<file path="src/rtl/uart_pkg.sv">
// Shared types for the queued UART transmitter: line configuration struct,
// transmitter state encoding and the data-length clamp helper.
// The BREAK state exists only when UART_TX_BREAK_EN is defined.
package uart_pkg;

  localparam logic [3:0] DATA_LEN_MIN = 4'd5;

  typedef struct packed {
    logic       parity_en;
    logic       parity_odd;
    logic [3:0] data_len;
    logic       stop2;
  } uart_cfg_t;

  typedef enum logic [2:0] {
    ST_IDLE,
    ST_START,
    ST_DATA,
    ST_PARITY,
`ifdef UART_TX_BREAK_EN
    ST_STOP,
    ST_BREAK
`else
    ST_STOP
`endif
  } txq_state_e;

  // Data length actually used for a frame: never shorter than DATA_LEN_MIN,
  // never wider than the data path.
  function automatic logic [3:0] clamp_len(input logic [3:0] len, input logic [3:0] max_len);
    if (len < DATA_LEN_MIN) return DATA_LEN_MIN;
    if (len > max_len) return max_len;
    return len;
  endfunction

endpackage

</file>
<file path="src/rtl/uart_txq_fifo.sv">
// Synchronous show-ahead FIFO holding frames waiting for the transmitter.
// Push is ignored while full, pop is ignored while empty; rdata always
// presents the head entry.
module uart_txq_fifo #(
  parameter int unsigned WIDTH = 9,
  parameter int unsigned DEPTH = 8
) (
  input  logic                     clk,
  input  logic                     rst,
  input  logic                     push,
  input  logic [WIDTH-1:0]         wdata,
  input  logic                     pop,
  output logic [WIDTH-1:0]         rdata,
  output logic [$clog2(DEPTH):0]   level,
  output logic                     full,
  output logic                     empty
);

  localparam int unsigned AW = $clog2(DEPTH);
  localparam int unsigned LW = AW + 1;

  logic [WIDTH-1:0] mem [DEPTH];
  logic [AW-1:0]    wr_ptr;
  logic [AW-1:0]    rd_ptr;
  logic             do_push;
  logic             do_pop;

  assign full    = (level == LW'(DEPTH));
  assign empty   = (level == '0);
  assign do_push = push && !full;
  assign do_pop  = pop && !empty;
  assign rdata   = mem[rd_ptr];

  // Storage write.
  // NOTE: the data array carries no reset; validity is tracked by the pointers
  // and level, so clearing it would only add reset fan-out.
  always_ff @(posedge clk) begin
    if (do_push) mem[wr_ptr] <= wdata;
  end

  // Pointer and occupancy bookkeeping; pointers wrap naturally since DEPTH is a power of 2.
  always_ff @(posedge clk) begin
    if (rst) begin
      wr_ptr <= '0;
      rd_ptr <= '0;
      level  <= '0;
    end else begin
      if (do_push) wr_ptr <= wr_ptr + AW'(1);
      if (do_pop)  rd_ptr <= rd_ptr + AW'(1);
      level <= level + LW'(do_push) - LW'(do_pop);
    end
  end

endmodule

</file>
<file path="src/rtl/uart_txq.sv">
// UART transmitter with built-in TX queue. Runtime data length (5..DATA_MAX),
// parity none/even/odd, 1 or 2 stop bits and bit period; frames leave the
// queue back to back with no idle gap. Line configuration is captured when a
// frame starts, so changes mid-frame apply to the next frame.
// Optional feature macro: UART_TX_BREAK_EN adds break_req and the BREAK state.
module uart_txq
  import uart_pkg::*;
#(
  parameter int unsigned DATA_MAX = 9,
  parameter int unsigned DEPTH    = 8,
  parameter int unsigned CPB_W    = 16
) (
  input  logic                   clk,
  input  logic                   rst,
  input  uart_cfg_t              cfg,
  input  logic [CPB_W-1:0]       clks_per_bit,
  input  logic                   s_valid,
  output logic                   s_ready,
  input  logic [DATA_MAX-1:0]    s_data,
  output logic                   txd,
  output logic                   tx_busy,
  output logic                   tx_done,
  output logic [$clog2(DEPTH):0] fifo_level
`ifdef UART_TX_BREAK_EN
  ,
  input  logic                   break_req
`endif
);

  localparam logic [3:0] LEN_MAX = 4'(DATA_MAX);

  txq_state_e          state_q, state_d;
  logic [CPB_W-1:0]    timer_q, timer_d;
  logic [CPB_W-1:0]    cpb_q, cpb_d, cpb_eff;
  logic [DATA_MAX-1:0] shift_q, shift_d, head;
  logic [3:0]          len_q, len_d, len_eff;
  logic [3:0]          bit_cnt_q, bit_cnt_d;
  logic                par_en_q, par_en_d;
  logic                par_bit_q, par_bit_d, par_calc;
  logic                stop2_q, stop2_d;
  logic                bit_end, load, pop;
  logic                fifo_full, fifo_empty;
`ifdef UART_TX_BREAK_EN
  logic                mark_q, mark_d, start_break;
`endif

  uart_txq_fifo #(
    .WIDTH (DATA_MAX),
    .DEPTH (DEPTH)
  ) u_fifo (
    .clk   (clk),
    .rst   (rst),
    .push  (s_valid),
    .wdata (s_data),
    .pop   (pop),
    .rdata (head),
    .level (fifo_level),
    .full  (fifo_full),
    .empty (fifo_empty)
  );

  assign s_ready = !fifo_full;
  assign tx_busy = (state_q != ST_IDLE);
  assign cpb_eff = (clks_per_bit < CPB_W'(2)) ? CPB_W'(2) : clks_per_bit;
  assign len_eff = clamp_len(cfg.data_len, LEN_MAX);
  assign bit_end = (timer_q == cpb_q - CPB_W'(1));

  // Parity of the head entry over the bits that will actually be sent.
  always_comb begin
    par_calc = cfg.parity_odd;
    for (int i = 0; i < int'(DATA_MAX); i++) begin
      if (i < int'(len_eff)) par_calc = par_calc ^ head[i];
    end
  end

  // Next-state, datapath update and line outputs.
  always_comb begin
    // NOTE: every signal written here gets a default first, so no path can
    // leave one unassigned and infer a latch.
    state_d   = state_q;
    timer_d   = (state_q == ST_IDLE || bit_end) ? '0 : timer_q + CPB_W'(1);
    cpb_d     = cpb_q;
    shift_d   = shift_q;
    len_d     = len_q;
    bit_cnt_d = bit_cnt_q;
    par_en_d  = par_en_q;
    par_bit_d = par_bit_q;
    stop2_d   = stop2_q;
    load      = 1'b0;
    pop       = 1'b0;
    txd       = 1'b1;
    tx_done   = 1'b0;
`ifdef UART_TX_BREAK_EN
    mark_d      = mark_q;
    start_break = 1'b0;
`endif

    case (state_q)
      ST_IDLE: begin
`ifdef UART_TX_BREAK_EN
        if (break_req) start_break = 1'b1;
        else
`endif
        if (!fifo_empty) load = 1'b1;
      end
      ST_START: begin
        txd = 1'b0;
        if (bit_end) begin
          state_d   = ST_DATA;
          bit_cnt_d = '0;
        end
      end
      ST_DATA: begin
        txd = shift_q[0];
        if (bit_end) begin
          shift_d = shift_q >> 1;
          if (bit_cnt_q == len_q - 4'd1) begin
            bit_cnt_d = '0;
            state_d   = par_en_q ? ST_PARITY : ST_STOP;
          end else begin
            bit_cnt_d = bit_cnt_q + 4'd1;
          end
        end
      end
      ST_PARITY: begin
        txd = par_bit_q;
        if (bit_end) begin
          bit_cnt_d = '0;
          state_d   = ST_STOP;
        end
      end
      ST_STOP: begin
        if (bit_end) begin
          if (bit_cnt_q == {3'b000, stop2_q}) begin
            tx_done = 1'b1;
`ifdef UART_TX_BREAK_EN
            if (break_req) start_break = 1'b1;
            else
`endif
            if (!fifo_empty) load = 1'b1;
            else state_d = ST_IDLE;
          end else begin
            bit_cnt_d = bit_cnt_q + 4'd1;
          end
        end
      end
`ifdef UART_TX_BREAK_EN
      ST_BREAK: begin
        if (!mark_q) begin
          // Low phase: timer saturates once one bit time has elapsed and
          // the line is held until the request drops.
          txd = 1'b0;
          if (bit_end) begin
            if (break_req) timer_d = timer_q;
            else mark_d = 1'b1;
          end
        end else if (bit_end) begin
          state_d = ST_IDLE;
        end
      end
`endif
      default: state_d = ST_IDLE;
    endcase

    if (load) begin
      pop       = 1'b1;
      state_d   = ST_START;
      timer_d   = '0;
      cpb_d     = cpb_eff;
      shift_d   = head;
      len_d     = len_eff;
      bit_cnt_d = '0;
      par_en_d  = cfg.parity_en;
      par_bit_d = par_calc;
      stop2_d   = cfg.stop2;
    end
`ifdef UART_TX_BREAK_EN
    if (start_break) begin
      state_d = ST_BREAK;
      timer_d = '0;
      cpb_d   = cpb_eff;
      mark_d  = 1'b0;
    end
`endif
  end

  // State and datapath registers.
  // NOTE: sequential state uses non-blocking assignments so every register
  // samples pre-edge values regardless of process ordering.
  always_ff @(posedge clk) begin
    if (rst) begin
      state_q   <= ST_IDLE;
      timer_q   <= '0;
      cpb_q     <= CPB_W'(2);
      shift_q   <= '0;
      len_q     <= DATA_LEN_MIN;
      bit_cnt_q <= '0;
      par_en_q  <= 1'b0;
      par_bit_q <= 1'b0;
      stop2_q   <= 1'b0;
`ifdef UART_TX_BREAK_EN
      mark_q    <= 1'b0;
`endif
    end else begin
      state_q   <= state_d;
      timer_q   <= timer_d;
      cpb_q     <= cpb_d;
      shift_q   <= shift_d;
      len_q     <= len_d;
      bit_cnt_q <= bit_cnt_d;
      par_en_q  <= par_en_d;
      par_bit_q <= par_bit_d;
      stop2_q   <= stop2_d;
`ifdef UART_TX_BREAK_EN
      mark_q    <= mark_d;
`endif
    end
  end

endmodule
</file>
<file path="config.mk">
export PLATFORM = sky130hd
export DESIGN_NAME = uart_txq
export DESIGN_NICKNAME = d
export VERILOG_FILES = /design/src/rtl/uart_pkg.sv /design/src/rtl/uart_txq_fifo.sv /design/src/rtl/uart_txq.sv
export SDC_FILE = /design/constraint.sdc
export NUM_CORES = 1
export LEC_CHECK = 0
export ABC_AREA = 1
export CAP_MARGIN = 15
export CORE_MARGIN = 8
export CORE_UTILIZATION = 64
export DETAILED_ROUTE_END_ITERATION = 8
export PLACE_DENSITY = 0.92
export SYNTH_ARGS = -nofsm -noshare
export SYNTH_HDL_FRONTEND = slang
export SYNTH_SLANG_ARGS = --single-unit
</file>
<file path="constraint.sdc">
create_clock -name clk -period 5.6 [get_ports clk]
set_clock_uncertainty 0.05 [all_clocks]
set_input_delay 1.12 -clock clk [delete_from_list [all_inputs] [get_ports clk]]
set_output_delay 1.12 -clock clk [all_outputs]
set_load 0.02 [all_outputs]
</file>
==> results.cfg, run 1 <==
[yosys]
syn_inst = 835
synth_ff_type = edfxtp_1
yosysMostFrequentCell = nand2_1
avgSynthCellArea_um2 = 8.24
synthArstFlopShare_pct = 0
syn-cell-area_mm2 = 0.00688
yosys.area.top_type_share_pct = 31.4
synth-seq-cells = 140
synthTopCellsByCount = nand2_1 (188), nor2_1 (126), inv_1 (86)
synth-edff-count = 72
synthTopCellsByArea = edfxtp_1 (31%), dfxtp_1 (20%), nand2_1 (10%), nor2_1 (6.9%), nand3_1 (5.7%)
synth_nets = 883
yosys_warnings = 0
seq_area_frac_synth_pct = 51.2
ys_types = 41
yosysTopAreaCell = edfxtp_1

[clock_tree]
cts_setup_buffers = 0
clock_path_buffers = 2
cts_root_buffer = clkbuf_8
insertion_delay_ns = 0.54
tritoncts.num_buffers = 17
path_clk_slew_ns = 0.07
cts_tree = built
cts_resized = 0
htreeDepth = 4
cts.sinks = 140
hold_buffers = 0

[grt]
grt_pass1_vias = 5771
grt_max_degree = 38
grt_use_total_pct = 24.4
globalRouteOverflowTotal = 0
antenna_found_initial = 1
grt_pass1_wl_mm = 27.8

[final_layout]
final_nets = 922
n_antenna_cell = 0
nFillCells = 682
syn_to_final_growth_pct = 15.3
drive_above_1_share_pct = 6.43

[power]
power.density_mw_per_mm2 = 554
switching_share_pct = 43.7
p_leak_nw = 3.33
seqPwrFrac_pct = 32.4
p_int_w = 0.00247
power_switching_w = 0.00192
ir_drop_uv = 347
combPwrFrac_pct = 43.0
pwr-share-clk_pct = 24.7

[floorplanning]
initial_core_util_pct = 64.6
die_w_um = 120
core_region_area_mm2 = 0.0107
die_h_um = 120
ios = 43
num_rows = 38
dieArea_mm2 = 0.0143

[drt]
ant_nets = 0
wl_per_cell_um = 17.0
route.vias.total = 6048
first_pass_iters = 6
vias_per_cell = 5.89
drc = 0
drt-initial-drc-count = 685
wirelength_mm = 17.5

[sta]
setup-tns-final_ns = 0
period_needed_ns = 4.20
relSlewSlack_pct = 27.4
finalHoldViolations = 0
slew_violations = 0
final.period_utilization_pct = 74.9
worst_slew_pin_slew_ns = 1.08
setup_violations = 0
rsz0062_at_grt = false
fin_ws_ns = 1.40
max_freq_mhz = 238

[critical_path]
cp.required_ns = 4.43
end_kind = output port
worst-setup-path-type = register to output port
critPathMaxFanout = 4
cp_data_arrival_time_ns = 3.03
worstSetupStartpointType = register

[place]
place_ws_ns = 1.85
portBuffers = 42
hpwl_mm = 11.2
gp_congestion = 0.934

[outcome]
status = complete, no violations

[flow_run]
cap_violations = 0

[min_path]
hold_path_class = register to register
## stage by stage
step	util, %	power (W)	area, um2	std cells	hold slack [ns]
6_report	74.5	0.00439	7940	1027	0.418
5_1_grt	74.5	0.00467	7940	1027	0.433
4_1_cts	74.5	0.00434	7940	1027	0.422
3_5_place_dp	69.2	0.00322	7370	995	0.408
3_3_place_gp	69.2	0.00313	7370	995	0.395
2_1_floorplan	-	0.00281	6880	835	0.377
## cells in the final DEF, fill, tap and decap left out, types with 3 or more instances in the layout
cell / n
xnor2_1: 11
inv_1: 86
a21oi_1: 20
nor4_1: 5
edfxtp_1: 72
o22ai_1: 7
nand2_4: 4
clkdlybuf4s50_1: 42
o21ai_0: 55
nand3_1: 79
ha_1: 12
mux2i_1: 5
nand2_1: 188
nor2_4: 3
nor3_1: 4
dfxtp_1: 68
inv_6: 3
nand4_1: 9
o21ai_1: 6
nor2_1: 126
clkbuf_16: 16
inv_2: 4
nor2_2: 7
xor2_1: 20
inv_8: 6
## power by group through the flow
stage / Sequential, W / Combinational, W / Clock (W)
finish: 0.00142 / 0.00189 / 0.00108
global route: 0.00143 / 0.00210 / 0.00114
CTS: 0.00141 / 0.00184 / 0.00109
detailed placement: 0.00143 / 0.00179 / 0
global placement: 0.00142 / 0.00171 / 0
floorplan: 0.00138 / 0.00143 / 0
## final timing paths
path | from | slack, ns | cells past startpoint | end
setup reg to reg | cpb_q[0]$_SDFFE_PP0N_ | 1.87 | 20 | u_fifo.level[2]$_SDFF_PP0_
hold / removal | par_bit_q$_SDFFE_PP0N_ | 0.42 | 2 | par_bit_q$_SDFFE_PP0N_
hold reg to reg | par_bit_q$_SDFFE_PP0N_ | 0.42 | 2 | par_bit_q$_SDFFE_PP0N_
setup / recovery | cpb_q[0]$_SDFFE_PP0N_ | 1.40 | 13 | tx_done
## sequential cells by signal, indices dropped and copies added (netlist names), named ones only
register	cells
cpb_q	16
par_bit_q	1
u_fifo.wr_ptr	3
shift_q	9
timer_q	16
par_en_q	1
u_fifo.mem	72
u_fifo.rd_ptr	3
bit_cnt_q	4
stop2_q	1
u_fifo.level	4
state_q	3
len_q	4
## area by class of cell
type / count / area [um2] / share of cell area, %
well taps: 140 / 175 / 2.21
repair buffers: 43 / 428 / 5.39
inverters: 92 / 345 / 4.35
multi-input cells: 580 / 2890 / 36.5
clock inverters: 15 / 155 / 1.96
clock buffers: 17 / 414 / 5.22
flip-flops and latches: 140 / 3520 / 44.4
## layer usage
| metal | wire, um | part of all wire [%] | vias to the layer above | global-route usage, % |
|---|---|---|---|---|
| li1 | - | - | 2823 | - |
| met1 | 6750 | 39 | 2743 | 29.1 |
| met2 | 8150 | 47 | 396 | 39.6 |
| met3 | 1850 | 11 | 84 | 7.00 |
| met4 | 707 | 4.0 | 2 | 12.6 |
| met5 | 11 | 0.063 | - | 0 |
## worst max-delay path, cell delays in order, from the launching register on
cell and delay, ns:
dfxtp_1 0.40, inv_1 0.12, ha_1 0.32, inv_1 0.04
nand2_1 0.06, nand2_1 0.06, nor2_1 0.12, nand3_1 0.09
nor2_1 0.12, nand3_1 0.17, nor3_2 0.19, nand3_2 0.14
inv_1 0.08, clkdlybuf4s50_1 0.59
## cell families (layout without fill, tap and decap cells)
group,count (synthesis),count (layout),synth area share (%)
AND/OR/NAND/NOR,436,436,27.6
multiplexers,5,5,0.727
adder cells (fa/ha/maj),13,13,2.47
buffers and inverters,115,167,6.76
XOR/XNOR,31,31,3.94
flip-flops,140,140,51.2
AO/OA/AOI/OAI,95,95,7.27
No activity file was read; power rests on OpenSTA's default activity.
==> inputs of run 2 (changes only) <==
--- a/config.mk
+++ b/config.mk
@@ -8,9 +8,9 @@
 export ABC_AREA = 1
 export CAP_MARGIN = 15
 export CORE_MARGIN = 8
-export CORE_UTILIZATION = 64
+export CORE_UTILIZATION = 59
 export DETAILED_ROUTE_END_ITERATION = 8
-export PLACE_DENSITY = 0.92
+export PLACE_DENSITY = 0.86
 export SYNTH_ARGS = -nofsm -noshare
 export SYNTH_HDL_FRONTEND = slang
 export SYNTH_SLANG_ARGS = --single-unit
==> constraint.sdc (replaced) <==
create_clock -name clk -period 4.35 [get_ports clk]
set_clock_uncertainty 0.05 [all_clocks]
set_input_delay 0.87 -clock clk [delete_from_list [all_inputs] [get_ports clk]]
set_output_delay 0.87 -clock clk [all_outputs]
set_load 0.02 [all_outputs]
==> run 2 against run 1 <==
Net effect: sequential share of layout area is 0.26 points lower; combinational power is 25% higher; sequential power is 28% higher.
==> results.cfg, run 2 (synthesized netlist as in run 1, its figures left out) <==
[outcome]
status = complete, no violations

[grt]
grt_pass1_vias = 5342
antenna_found_initial = 0
grt_pass1_wl_mm = 25.8
globalRouteOverflowTotal = 0
grt_use_total_pct = 22.0
grt_max_degree = 38

[sta]
worst_slew_pin_slew_ns = 1.08
max_freq_mhz = 269
final.period_utilization_pct = 85.4
setup_violations = 0
hold_ws_ns = 0.413
slew_violations = 0
rsz0062_at_grt = false
relSlewSlack_pct = 28.0
finalHoldViolations = 0
setup-tns-final_ns = 0
period_needed_ns = 3.72

[clock_tree]
hold_buffers = 0
htreeDepth = 4
cts_tree = built
path_clk_slew_ns = 0.06
insertion_delay_ns = 0.43
cts_setup_buffers = 0
cts_root_buffer = clkbuf_16
clock_path_buffers = 2
tritoncts.num_buffers = 17
cts.sinks = 140
cts_resized = 0

[drt]
first_pass_iters = 5
drc = 0
vias_per_cell = 5.47
route.vias.total = 5659
wl_per_cell_um = 15.5
wirelength_mm = 16.1
ant_nets = 0
drt-initial-drc-count = 557

[final_layout]
drive_above_1_share_pct = 6.84
regMostFlops = u_fifo.mem
reg_top3 = u_fifo.mem x72, cpb_q x16, timer_q x16
largest_reg_flops = 72
multi_input_area_mm2 = 0.00289
mostFrequentLayoutCells = nand2_1 (188), nor2_1 (126), inv_1 (86), nand3_1 (79), edfxtp_1 (72)
final_common_cell = nand2_1
seq_area_mm2 = 0.00352
nFillCells = 859
final_nets = 927
n_antenna_cell = 0
syn_to_final_growth_pct = 16.0

[critical_path]
worst-setup-path-type = register to output port
end_kind = output port
cp.required_ns = 3.43
worstSetupStartpointType = register
critPathMaxFanout = 4
cp_data_arrival_time_ns = 2.80

[place]
hpwl_mm = 10.8
portBuffers = 42
gp_congestion = 0.918

[power]
power.density_mw_per_mm2 = 701
p_int_w = 0.00321
pwr-share-clk_pct = 25.2
combPwrFrac_pct = 42.2
seqPwrFrac_pct = 32.5
ir_drop_uv = 596
power_switching_w = 0.00239
p_leak_nw = 3.35
switching_share_pct = 42.7
power_w = 0.00560

[floorplanning]
dieArea_mm2 = 0.0154
initial_core_util_pct = 60.3
core_region_area_mm2 = 0.0114
ios = 43
num_rows = 39
die_w_um = 124
die_h_um = 124

[flow_run]
cap_violations = 0

[min_path]
hold_path_class = register to register
[run 2: worst paths after layout]
path,startpoint,to,slack (ns),depth (start not counted)
worst max-delay path,cpb_q[0]$_SDFFE_PP0N_,tx_done,0.63,13
worst min-delay path,par_bit_q$_SDFFE_PP0N_,par_bit_q$_SDFFE_PP0N_,0.41,2
worst min register to register,par_bit_q$_SDFFE_PP0N_,par_bit_q$_SDFFE_PP0N_,0.41,2
worst max register to register,cpb_q[0]$_SDFFE_PP0N_,u_fifo.level[1]$_SDFF_PP0_,0.85,20
[run 2: metrics by stage]
step | area [um2] | setup slack, ns | instances | util, %
2_1_floorplan | 6880 | 1.39 | 835 | -
3_3_place_gp | 7410 | 1.05 | 1003 | 64.9
3_5_place_dp | 7410 | 0.936 | 1003 | 64.9
4_1_cts | 7980 | 0.644 | 1035 | 69.9
5_1_grt | 7980 | 0.421 | 1035 | 69.9
6_report | 7980 | 0.635 | 1035 | 69.9
[run 2: per-layer routing]
layer  up-vias  track usage [%]  routed length (um)
li1       2833                -                   -
met1      2588             27.2                6930
met2       196             35.2                7520
met3        42             6.26                1240
met4         0             10.0                 406
met5         -                0                   0
[run 2: area by class of cell]
type	instances	share of cell area, %
clock buffers	17	5.33
clock inverters	15	1.88
well taps	143	2.24
multi-input cells	580	36.3
inverters	92	4.33
flip-flops and latches	140	44.1
repair buffers	48	5.83
[run 2: critical path: stages, from the launching register on]
cell             delay (ns)
dfxtp_1                0.33
inv_1                  0.14
ha_1                   0.25
nand2_1                0.12
nor2_1                 0.14
nand3_1                0.13
nand3_1                0.11
nand2_1                0.05
nor2_1                 0.09
nand2_1                0.07
nor2_2                 0.12
nand3_2                0.12
inv_1                  0.09
clkdlybuf4s50_1        0.60
[run 2: power by group through the flow]
stage,clock (W),sequential [W],combinational (W)
2_1_floorplan,0,0.00178,0.00185
3_3_place_gp,0,0.00183,0.00224
3_5_place_dp,0,0.00184,0.00231
4_1_cts,0.00142,0.00182,0.00235
5_1_grt,0.00148,0.00185,0.00268
6_report,0.00141,0.00182,0.00237
